### config.mk
export PLATFORM = sky130hd
export DESIGN_NAME = ex_alu_unit
export DESIGN_NICKNAME = d
export VERILOG_FILES = /design/src/rtl/ex_alu_unit.sv
export SDC_FILE = /design/constraint.sdc
export NUM_CORES = 1
export LEC_CHECK = 0
export BUFFER_PORTS_ARGS = -buffer_cell sky130_fd_sc_hd__buf_2
export CORE_ASPECT_RATIO = 1.4
export CORE_MARGIN = 5
export CORE_UTILIZATION = 40
export CTS_CLUSTER_DIAMETER = 120
export CTS_CLUSTER_SIZE = 8
export DETAILED_ROUTE_END_ITERATION = 8
export GPL_ROUTABILITY_DRIVEN = 0
export HOLD_SLACK_MARGIN = 0.1
export SKIP_CTS_REPAIR_TIMING = 1
export SYNTH_ARGS = -nofsm -noshare
export SYNTH_HDL_FRONTEND = slang
export SYNTH_SLANG_ARGS = --single-unit
### constraint.sdc
create_clock -name clk -period 3.2 [get_ports clk]
set_input_delay 0.48 -clock clk [delete_from_list [all_inputs] [get_ports clk]]
set_output_delay 0.48 -clock clk [all_outputs]
set_load 0.005 [all_outputs]
### src/rtl/ex_alu_unit.sv
// ex_alu_unit: EX-stage execution unit fed by the ALU control decoder.
// Single-cycle ops register their result on acceptance; SLL/SRL run on an
// iterative 1-bit-per-cycle shifter driven by a down-counter.
// Optional build macro: ALU_OVERFLOW_EN adds the registered signed-overflow
// output ovf for add/sub.
//
// state | meaning
// ------+---------------------------------------------------------------
// IDLE  | no operation held; ready to accept
// SHIFT | shifter iterating; counter holds remaining 1-bit steps
// DONE  | result/zero/branch_taken valid and held until out_ready
module ex_alu_unit #(
    parameter int WIDTH   = 32,
    parameter int SHAMT_W = 5
) (
    input  logic               clk,
    input  logic               rst_n,
    input  logic               in_valid,
    output logic               in_ready,
    input  logic [3:0]         alu_ctl,
    input  logic [WIDTH-1:0]   op_a,
    input  logic [WIDTH-1:0]   op_b,
    input  logic [SHAMT_W-1:0] shamt,
    output logic               out_valid,
    input  logic               out_ready,
    output logic [WIDTH-1:0]   result,
    output logic               zero,
    output logic               branch_taken,
`ifdef ALU_OVERFLOW_EN
    output logic               ovf,
`endif
    output logic               busy
);

    localparam logic [3:0] OP_ADD  = 4'd0;
    localparam logic [3:0] OP_SUB  = 4'd1;
    localparam logic [3:0] OP_AND  = 4'd2;
    localparam logic [3:0] OP_OR   = 4'd3;
    localparam logic [3:0] OP_XOR  = 4'd4;
    localparam logic [3:0] OP_NOR  = 4'd5;
    localparam logic [3:0] OP_SLL  = 4'd6;
    localparam logic [3:0] OP_SRL  = 4'd7;
    localparam logic [3:0] OP_BEQ  = 4'd8;
    localparam logic [3:0] OP_BNE  = 4'd9;
    localparam logic [3:0] OP_BGE  = 4'd10;
    localparam logic [3:0] OP_BGT  = 4'd11;
    localparam logic [3:0] OP_BLE  = 4'd12;
    localparam logic [3:0] OP_BLT  = 4'd13;
    localparam logic [3:0] OP_SLT  = 4'd14;
    localparam logic [3:0] OP_SLTU = 4'd15;

    typedef enum logic [1:0] {
        IDLE  = 2'd0,
        SHIFT = 2'd1,
        DONE  = 2'd2
    } state_t;

    state_t             state_q, state_d;
    logic [WIDTH-1:0]   sh_q;
    logic [SHAMT_W-1:0] cnt_q;
    logic               shl_q;

    logic               accept;
    logic               is_shift;
    logic               start_shift;
    logic [WIDTH-1:0]   sum;
    logic [WIDTH-1:0]   diff;
    logic               lt_s;
    logic               lt_u;
    logic               eq;
    logic               taken;
    logic [WIDTH-1:0]   alu_res;
    logic               ovf_c;
    logic [WIDTH-1:0]   sh_step;
    logic               sh_last;

    assign in_ready    = (state_q == IDLE) || ((state_q == DONE) && out_ready);
    assign out_valid   = (state_q == DONE);
    assign busy        = (state_q == SHIFT);
    assign accept      = in_valid && in_ready;
    assign is_shift    = (alu_ctl == OP_SLL) || (alu_ctl == OP_SRL);
    assign start_shift = is_shift && (shamt != '0);
    assign sh_last     = (cnt_q == SHAMT_W'(1));
    assign sh_step     = shl_q ? {sh_q[WIDTH-2:0], 1'b0} : {1'b0, sh_q[WIDTH-1:1]};

    // Single-cycle datapath; a zero-distance shift passes op_b through.
    always_comb begin
        sum     = op_a + op_b;
        diff    = op_a - op_b;
        lt_s    = $signed(op_a) < $signed(op_b);
        lt_u    = op_a < op_b;
        eq      = (op_a == op_b);
        taken   = 1'b0;
        alu_res = '0;
        ovf_c   = 1'b0;
        case (alu_ctl)
            OP_ADD: begin
                alu_res = sum;
                ovf_c   = (op_a[WIDTH-1] == op_b[WIDTH-1]) && (sum[WIDTH-1] != op_a[WIDTH-1]);
            end
            OP_SUB: begin
                alu_res = diff;
                ovf_c   = (op_a[WIDTH-1] != op_b[WIDTH-1]) && (diff[WIDTH-1] != op_a[WIDTH-1]);
            end
            OP_AND:  alu_res = op_a & op_b;
            OP_OR:   alu_res = op_a | op_b;
            OP_XOR:  alu_res = op_a ^ op_b;
            OP_NOR:  alu_res = ~(op_a | op_b);
            OP_SLL,
            OP_SRL:  alu_res = op_b;
            OP_BEQ:  taken = eq;
            OP_BNE:  taken = !eq;
            OP_BGE:  taken = !lt_s;
            OP_BGT:  taken = !lt_s && !eq;
            OP_BLE:  taken = lt_s || eq;
            OP_BLT:  taken = lt_s;
            OP_SLT:  alu_res = {{(WIDTH-1){1'b0}}, lt_s};
            OP_SLTU: alu_res = {{(WIDTH-1){1'b0}}, lt_u};
            default: alu_res = '0;
        endcase
        if (alu_ctl >= OP_BEQ && alu_ctl <= OP_BLT) begin
            alu_res = {{(WIDTH-1){1'b0}}, taken};
        end
    end

    // State register.
    always_ff @(posedge clk or negedge rst_n) begin
        if (!rst_n) begin
            state_q <= IDLE;
        end else begin
            state_q <= state_d;
        end
    end

    // Next-state logic; DONE with out_ready and a new op is a bubble-free restart.
    always_comb begin
        state_d = state_q;
        case (state_q)
            IDLE: begin
                if (accept) begin
                    state_d = start_shift ? SHIFT : DONE;
                end
            end
            SHIFT: begin
                if (sh_last) begin
                    state_d = DONE;
                end
            end
            DONE: begin
                if (accept) begin
                    state_d = start_shift ? SHIFT : DONE;
                end else if (out_ready) begin
                    state_d = IDLE;
                end
            end
            default: state_d = IDLE;
        endcase
    end

    // Result registers and iterative shifter; outputs only change on a new
    // single-cycle accept or on the final shift step, so DONE holds them.
    always_ff @(posedge clk or negedge rst_n) begin
        if (!rst_n) begin
            result       <= '0;
            zero         <= 1'b0;
            branch_taken <= 1'b0;
`ifdef ALU_OVERFLOW_EN
            ovf          <= 1'b0;
`endif
            sh_q         <= '0;
            cnt_q        <= '0;
            shl_q        <= 1'b0;
        end else if (accept) begin
            if (start_shift) begin
                sh_q  <= op_b;
                cnt_q <= shamt;
                shl_q <= (alu_ctl == OP_SLL);
            end else begin
                result       <= alu_res;
                zero         <= (alu_res == '0);
                branch_taken <= taken;
`ifdef ALU_OVERFLOW_EN
                ovf          <= ovf_c;
`endif
            end
        end else if (state_q == SHIFT) begin
            sh_q  <= sh_step;
            cnt_q <= cnt_q - SHAMT_W'(1);
            if (sh_last) begin
                result       <= sh_step;
                zero         <= (sh_step == '0);
                branch_taken <= 1'b0;
`ifdef ALU_OVERFLOW_EN
                ovf          <= 1'b0;
`endif
            end
        end
    end

`ifndef ALU_OVERFLOW_EN
    logic unused_ovf;
    assign unused_ovf = ovf_c;
`endif

endmodule
==> results.json, run 1 <==
{
  "placementRows": 69,
  "diodes": 0,
  "synthesis.area_um2": 10200,
  "worstSetupPathType": "in2reg",
  "synthTopCellsByCount": "135 x nor2_1, 130 x a21oi_1, 128 x nand2_1",
  "grt_pass1_wl_um": 71200,
  "p_total_uw": 6170,
  "peakVddDrop_mv": 0.648,
  "wire_per_inst_um": 21.8,
  "port-buffer-count": 113,
  "clk_pin_slew_worst_paths_ns": 0.06,
  "track_usage_pct": 30.6,
  "synth_cells": 1408,
  "via_count": 13806,
  "yosysMostFrequentCell": "nor2_1",
  "die_h_um": 199,
  "post-route-util_pct": 61.9,
  "synth_edf_count": 0,
  "cts.sinks": 74,
  "rsz0062_at_grt": "true",
  "clk_path_buf_depth": 2,
  "die_w_um": 145,
  "tightest_slew_ns": 0.978,
  "yosysUniqueCellTypes": 97,
  "arrival_ns": 3.88,
  "core-area_um2": 25300,
  "setup_viol": 5,
  "drc": 0,
  "die_area_um2": 29000,
  "synth_top_area_cell": "dfrtp_1",
  "critPathCaptureType": "register",
  "p_int_uw": 3490,
  "outcome": "finished, violations left",
  "ioPinCount": 114,
  "setup_ws_ns": -0.427,
  "numCtsBuffers": 9,
  "p_per_area_nw_per_um2": 394,
  "combPwrFrac_pct": 57.7,
  "drv_slew": 0,
  "synth_top_area_share_pct": 18.1,
  "fin_crit_ns": 3.63,
  "initial_core_util_pct": 40.5,
  "layout-drive-gt1-share_pct": 39.6,
  "fin_tns_setup_ns": -0.752,
  "yosysWarnings": 0,
  "leakage_uw": 0.00733,
  "ys.flop_type": "dfrtp_1",
  "ctsHtreeMaxLevel": 3,
  "seq_area_frac_synth_pct": 18.1,
  "viasPerCell": 6.20,
  "grt_max_degree": 75,
  "ant_nets": 0,
  "pre_cts_slack_ns": -1.22,
  "antenna_found_initial": 0,
  "avgSynthCellArea_um2": 7.28,
  "synthArstFlopShare_pct": 100,
  "reg2reg_slack_ns": 0.03,
  "syn_nets": 1585,
  "nets": 2081,
  "post-route-period-util_pct": 113,
  "start_kind": "primary input",
  "clkPwrFrac_pct": 16.5,
  "tritoncts": "built",
  "p_switching_uw": 2680,
  "hold_slack_ns": 0.273,
  "cts_root_buf": "clkbuf_16",
  "p_seq_share_pct": 25.8,
  "cp.required_ns": 3.45,
  "synth_area_leaders": "dfrtp_1 18%, ha_1 12%, a21oi_1 6.4%",
  "grt_pass1_vias": 13034,
  "maxSlewHeadroom_pct": 34.8,
  "drv_cap": 0,
  "hold_path.class": "in2async",
  "violations": "negative setup slack",
  "clk_latency_ns": 0.34,
  "fmax_ghz": 0.276,
  "area_delta_synth_final_pct": 52.8,
  "dp_hpwl_um": 38100,
  "wl_um": 48500,
  "crit_fanout": 9,
  "final_hold_viol_count": 0,
  "drtIter0Drc": 1655,
  "gr-total-overflow": 0,
  "drt-pass1-iter-count": 5,
  "synth_seq_cells": 74,
  "swShare_pct": 43.4,
  "fin_skew_ns": 0.00760
}
==> metrics by stage <==
stage / instances / cell area (µm²)
2_1_floorplan: 1408 / 10300
3_3_place_gp: 2183 / 14200
3_5_place_dp: 2183 / 14200
4_1_cts: 2199 / 14500
5_1_grt: 2228 / 15700
6_report: 2228 / 15700
==> worst paths after layout <==
check / from / to / cells past startpoint
worst max-delay path: op_b[4] / zero / 15
worst min-delay path: rst_n / sh_q[4] / 1
worst max register to register: cnt_q[1] / zero / 14
worst min register to register: result[26] / result[26] / 2
max in group asynchronous: rst_n / shl_q / 1
min in group clk: shamt[0] / cnt_q[0] / 3
==> state kept, by name, indices dropped and copies added (netlist names) <==
signal / flops
cnt_q: 5
shl_q: 1
branch_taken: 1
state_q: 2
result: 32
zero: 1
sh_q: 32
==> power groups by stage <==
stage	clock network, µW	registers (µW)	logic, µW
final	1020	1590	3560
after global routing	1060	1620	3800
after CTS	1020	1580	3190
after detailed placement	0	1590	3170
after global placement	0	1580	3120
after floorplan	0	1480	1740
==> logic make-up after synthesis <==
group | share of synthesized area (%)
AND/OR/NAND/NOR | 21.2
XOR/XNOR | 0.599
buffers and inverters | 7.79
AO/OA/AOI/OAI | 35.4
multiplexers | 4.58
flip-flops | 18.1
adder cells (fa/ha/maj) | 12.4
==> area by class of cell <==
type	count	area, µm²
Fill cell	2224	9650
Multi-Input combinational cell	1134	8500
Timing Repair Buffer	581	4200
Sequential cell	74	1850
Inverter	104	403
Tap cell	319	399
Clock buffer	10	229
Clock inverter	6	66.3
==> worst max-delay path, stage by stage <==
cell and delay, ns:
buf_2 0.12, inv_1 0.11, ha_4 0.23, buf_4 0.18, buf_4 0.15, a31o_2 0.20, o21ai_0 0.29, a311oi_1 0.25
a211o_1 0.35, a21o_1 0.26, nor4_2 0.30, and4b_1 0.29, nand4_1 0.09, or4_4 0.43, o31ai_2 0.17
==> per-layer routing <==
metal	GRT usage (%)	share of wire, %	vias up
met5	0	0	-
met2	52.5	46	911
li1	-	-	6210
met4	17.5	7.6	0
met3	3.68	8.9	254
met1	37.3	38	6431
==> placed cells by master, fill, tap and decap left out, types with 16 or more instances in the layout <==
cell type	Yosys	layout
mux2i_1	39	39
a21o_1	25	24
nand2_1	128	125
a221o_1	16	16
o21ai_0	110	99
inv_1	101	92
nand4_1	20	20
nor2b_1	19	17
buf_2	17	104
nor2_1	135	132
o221ai_1	22	19
ha_1	98	80
buf_4	3	459
a21oi_1	130	119
dfrtp_1	74	73
o22ai_1	20	19
nand3_1	23	22
o211ai_1	23	23
nor3_1	30	26
a22oi_1	18	17
Note: power is estimated with default switching activity, not from simulation.
==> inputs of run 2 (changes only) <==
==> constraint.sdc (replaced) <==
create_clock -name clk -period 3.2 [get_ports clk]
set_input_delay 0.16 -clock clk [delete_from_list [all_inputs] [get_ports clk]]
set_output_delay 0.16 -clock clk [all_outputs]
set_load 0.005 [all_outputs]
==> run 2 against run 1 <==
The flow still finishes with violations (negative setup slack); power shrank 3.4%; non-clock buffer count shrank 84; clock skew grew 0.0021 ns; core utilization shrank 4.6 points; critical endpoint unchanged; fmax grew 7.1%; first-iteration DRC count shrank 11%; setup slack gained 0.24 ns.
==> results.json, run 2 (synthesis gave the netlist of run 1 again) <==
{
  "outcome": "finished, violations left",
  "violations": "negative setup slack",
  "fin_skew_ns": 0.00971,
  "top_regs": "result (32), sh_q (32), cnt_q (5)",
  "die_area_um2": 29000,
  "grt_pass1_wl_um": 69800,
  "fin_cells": 2145,
  "place_inst": 2117,
  "crit_fanout": 4,
  "combPwrFrac_pct": 54.6,
  "wl_um": 46200,
  "arrival_ns": 3.64,
  "clk_path_buf_depth": 2,
  "hold_path.class": "in2reg",
  "start_kind": "primary input",
  "layout-drive-gt1-share_pct": 33.5,
  "clk_latency_ns": 0.34,
  "maxSlewHeadroom_pct": 35.1,
  "tightest_slew_ns": 0.974,
  "die_w_um": 145,
  "ant_nets": 0,
  "die_h_um": 199,
  "viasPerCell": 6.17,
  "antenna_found_initial": 1,
  "via_count": 13237,
  "fin_crit_ns": 3.39,
  "cts_root_buf": "clkbuf_16",
  "final_cell_mix": "379 x buf_4, 135 x nor2_1, 127 x nand2_1, 122 x a21oi_1, 112 x buf_2",
  "pre_cts_slack_ns": -0.840,
  "grt_pass1_vias": 12755,
  "swShare_pct": 42.5,
  "cp.required_ns": 3.45,
  "p_seq_share_pct": 26.8,
  "track_usage_pct": 29.9,
  "setup_ws_ns": -0.187,
  "clkPwrFrac_pct": 18.6,
  "critPathCaptureType": "register",
  "clk_pin_slew_worst_paths_ns": 0.06,
  "fmax_ghz": 0.295,
  "setup_viol": 1,
  "drv_slew": 0,
  "core-area_um2": 25300,
  "initial_core_util_pct": 40.5,
  "wire_per_inst_um": 21.5,
  "drtIter0Drc": 1479,
  "ioPinCount": 114,
  "worstSetupPathType": "in2reg",
  "ctsHtreeMaxLevel": 3,
  "leakage_uw": 0.00686,
  "fin_tns_setup_ns": -0.187,
  "grt_max_degree": 75,
  "p_per_area_nw_per_um2": 411,
  "drv_cap": 0,
  "port-buffer-count": 113,
  "p_int_uw": 3430,
  "tritoncts": "built",
  "drt-pass1-iter-count": 8,
  "p_switching_uw": 2540,
  "numCtsBuffers": 9,
  "dp_hpwl_um": 37400,
  "layout_commonest_cell": "buf_4",
  "cts.sinks": 74,
  "final_hold_viol_count": 0,
  "drc": 0,
  "post-route-period-util_pct": 106,
  "gr-total-overflow": 0,
  "placementRows": 69,
  "peakVddDrop_mv": 0.527,
  "nets": 1997,
  "rsz0062_at_grt": "true",
  "area_delta_synth_final_pct": 41.5
}
[run 2: worst max-delay path: stages]
cell       delay [ns]
buf_2            0.13
inv_2            0.08
ha_4             0.16
fa_2             0.24
o21bai_4         0.08
o211ai_1         0.41
buf_4            0.21
a21oi_2          0.05
a211oi_2         0.37
o32ai_2          0.17
nand4bb_1        0.23
nor4_2           0.38
and4b_1          0.29
nand4_1          0.08
or4_1            0.42
o31ai_2          0.18
[run 2: area by class of cell]
| cell class | count | area [µm²] |
|---|---|---|
| flip-flops and latches | 74 | 1850 |
| clock inverters | 5 | 78.8 |
| repair buffers | 497 | 3510 |
| inverters | 104 | 390 |
| well taps | 319 | 399 |
| fillers | 2418 | 10800 |
| clock buffers | 11 | 243 |
| diodes | 1 | 2.50 |
| multi-input cells | 1134 | 8020 |
[run 2: layer usage]
| metal | GRT usage (%) | vias to the layer above | share of wire, % |
|---|---|---|---|
| met5 | 0 | - | 0 |
| met1 | 36.2 | 6178 | 38 |
| met2 | 51.2 | 783 | 47 |
| met4 | 17.1 | 0 | 7.1 |
| met3 | 4.02 | 229 | 8.5 |
| li1 | - | 6047 | - |
[run 2: power groups by stage]
stage | Clock, µW | Combinational (µW) | Sequential [µW]
global route | 1160 | 3520 | 1630
CTS | 1110 | 3090 | 1580
global placement | 0 | 3030 | 1590
floorplan | 0 | 1740 | 1480
detailed placement | 0 | 3070 | 1590
finish | 1110 | 3260 | 1590
[run 2: stage by stage]
stage / hold slack [ns] / util, % / cell area [µm²] / total power (µW)
2_1_floorplan: -0.136 / - / 10300 / 3220
3_3_place_gp: 0.366 / 54.2 / 13700 / 4620
3_5_place_dp: 0.372 / 54.2 / 13700 / 4660
4_1_cts: 0.0110 / 55.5 / 14000 / 5790
5_1_grt: 0.121 / 57.3 / 14500 / 6310
6_report: 0.105 / 57.3 / 14500 / 5960
[run 2: final timing paths]
path,startpoint,end,slack [ns],cells past startpoint
setup reg to reg,cnt_q[1],zero,0.06,14
max in group asynchronous,rst_n,shl_q,2.00,2
setup / recovery,op_a[0],zero,-0.19,16
min in group asynchronous,rst_n,sh_q[4],0.52,2
hold reg to reg,result[0],result[0],0.49,2
hold / removal,shamt[0],cnt_q[0],0.11,3
==> inputs of run 3 (changes only) <==
--- a/config.mk
+++ b/config.mk
@@ -5,6 +5,7 @@
 export SDC_FILE = /design/constraint.sdc
 export NUM_CORES = 1
 export LEC_CHECK = 0
+export ABC_AREA = 1
 export BUFFER_PORTS_ARGS = -buffer_cell sky130_fd_sc_hd__buf_2
 export CORE_ASPECT_RATIO = 1.4
 export CORE_MARGIN = 5
==> run 3 against run 2 <==
The flow now finishes without violations; cell count is 6.1% higher; critical endpoint unchanged; fmax is 18% higher; register-to-register slack better by 0.79 ns; clock skew is 0.0022 ns lower.
==> results.json, run 3 <==
{
  "multiInputGateArea_um2": 7330,
  "synth_seq_cells": 74,
  "layout-drive-gt1-share_pct": 11.0,
  "hold_slack_ns": 0.0806,
  "ioPinCount": 114,
  "synthesis.area_um2": 10600,
  "seq_area_frac_synth_pct": 17.5,
  "clk_latency_ns": 0.33,
  "worst_r2r_path_depth": 10,
  "synth_area_leaders": "nand2_1 19%, dfrtp_1 18%, ha_1 12%",
  "fill_cells": 2898,
  "grt_use_met1_pct": 33.2,
  "syn_nets": 2017,
  "tightest_slew_ns": 1.14,
  "maxSlewHeadroom_pct": 24.0,
  "drt-pass1-iter-count": 7,
  "avgSynthCellArea_um2": 5.75,
  "seq_area_um2": 1850,
  "critPathCaptureType": "register",
  "synthTopCellsByCount": "547 x nand2_1, 260 x inv_1, 220 x nor2_1",
  "reg2reg_slack_ns": 0.85,
  "grt_max_degree": 75,
  "arrival_ns": 3.13,
  "critPathSlowestCell": "ha_1",
  "wl_um": 44800,
  "drv_slew": 0,
  "yosysWarnings": 0,
  "start_kind": "primary input",
  "ant_nets": 0,
  "outcome": "finished clean",
  "die_w_um": 147,
  "final_hold_viol_count": 0,
  "grt_util_met3_pct": 4.24,
  "p_per_area_nw_per_um2": 456,
  "drv_cap": 0,
  "hold-path-cell-count": 4,
  "rsz0062_at_grt": "false",
  "viasPerCell": 5.73,
  "hold_path.class": "in2reg",
  "synthArstFlopShare_pct": 100,
  "gr-total-overflow": 0,
  "area_delta_synth_final_pct": 12.5,
  "antenna_found_initial": 1,
  "drc": 0,
  "dp_hpwl_um": 36700,
  "fin_skew_ns": 0.00751,
  "placementRows": 70,
  "core-area_um2": 26100,
  "grt_pass1_wl_um": 69000,
  "grt_most_used_layer": "met2",
  "crit_fanout": 10,
  "yosysUniqueCellTypes": 48,
  "ctsHtreeMaxLevel": 3,
  "clk_path_buf_depth": 2,
  "cp_top_family": "simple AND/OR/NAND/NOR gates",
  "clk_pin_slew_worst_paths_ns": 0.06,
  "track_usage_pct": 29.3,
  "worstPathCellList": "buf_2, inv_1, ha_1, o21ai_0, inv_1, nand2_1, inv_1, o21ai_0, inv_1, nand2_1, nand2_1, nand3_1, nand2_1, nor2_1, nand4_1, nor2_1, nand4_1, a21oi_1",
  "slowest_delay_ns": 0.44,
  "post-route-util_pct": 45.6,
  "drtIter0Drc": 1544,
  "numCtsBuffers": 9,
  "synth_top_area_share_pct": 19.4,
  "nets": 2121,
  "top_regs": "result (32), sh_q (32), cnt_q (5)",
  "initial_core_util_pct": 40.5,
  "final_cell_mix": "546 x nand2_1, 259 x inv_1, 218 x nor2_1, 151 x o21ai_0, 149 x nand3_1",
  "die_h_um": 202,
  "tritoncts": "built",
  "via_count": 13038,
  "synth_cells": 1840,
  "cp.depth": 18,
  "yosysMostFrequentCell": "nand2_1",
  "grt_pass1_vias": 12446,
  "port-buffer-count": 113,
  "leakage_uw": 0.00629,
  "worstSetupPathType": "in2reg",
  "fin_crit_ns": 2.87,
  "cp.required_ns": 3.46,
  "fmax_ghz": 0.348,
  "grt_use_met2_pct": 50.2,
  "wire_per_inst_um": 19.7,
  "setup_viol": 0,
  "layout_commonest_cell": "nand2_1",
  "crit_buf_inv": 5,
  "cts_root_buf": "clkbuf_16",
  "synth_edf_count": 0,
  "die_area_um2": 29800,
  "synth_top_area_cell": "nand2_1",
  "post-route-period-util_pct": 89.7,
  "peakVddDrop_mv": 0.360,
  "cts.sinks": 74,
  "ys.flop_type": "dfrtp_1"
}
## run 3: changes by cell type in the layout (fill, tap and decap cells not counted), sizes merged, moves of 18 or more
cell / delta
nand3: +127
buf: -330
nor2: +91
a22oi: -18
a21oi: -60
mux2i: -39
a21o: -23
nand2: +425
inv: +166
nor2b: -19
o21ai: +37
## run 3: metrics by stage
stage | std cells | power [µW] | setup slack, ns | instance area [µm²] | TNS, ns
2_1_floorplan | 1840 | 3280 | 1.00 | 10600 | 0
3_3_place_gp | 2256 | 4330 | -0.143 | 11600 | -0.143
3_5_place_dp | 2256 | 4350 | 0.0535 | 11600 | 0
4_1_cts | 2272 | 5390 | 0.400 | 11900 | 0
5_1_grt | 2273 | 5840 | 0.0736 | 11900 | 0
6_report | 2275 | 5430 | 0.330 | 11900 | 0
## run 3: logic make-up (layout without fill, tap and decap cells)
group                    after synthesis  after routing  share of synthesized area (%)
AO/OA/AOI/OAI                        318            318                           17.5
XOR/XNOR                               3              3                          0.248
adder cells (fa/ha/maj)              100            100                           12.0
buffers and inverters                342            451                           13.3
flip-flops                            74             74                           17.5
other                                  0              2                              0
AND/OR/NAND/NOR                     1003           1003                           39.4
## run 3: worst paths after layout
path	from	endpoint
worst max-delay path	op_b[14]	zero
worst min-delay path	out_ready	state_q[1]
worst max register to register	state_q[1]	result[8]
worst min register to register	result[1]	result[1]
max in group asynchronous	rst_n	result[8]
min in group asynchronous	rst_n	cnt_q[4]
## run 3: per-layer routing
metal | share of wire, % | wire [µm]
met3 | 7.2 | 3210
met4 | 8.5 | 3820
met1 | 37 | 16500
met2 | 47 | 21200
met5 | 0 | 0
## run 3: worst reg2reg max path: stages, from the launching register on
cell and delay, ns:
dfrtp_1 0.39, a21oi_1 0.19, and2_1 0.19, inv_2 0.20
nor2_4 0.17, inv_1 0.07, o21ai_2 0.18, inv_2 0.36
buf_12 0.27, nand2_1 0.09, o221ai_1 0.11
## run 3: power by group
part           internal [µW]  total (µW)  switching (µW)
Combinational            945        2800            1860
Sequential              1340        1610             271
Clock                    631        1020             390
Total                   2910        5430            2520
## run 3: layout make-up
class                      instances  area share, %
clock buffer                      15           2.50
clock inverter                     1         0.0421
antenna                            2         0.0421
timing repair buffer             167           8.41
inverter                         268           8.45
tap                              324           3.41
multi-input combinational       1424           61.6
sequential                        74           15.6
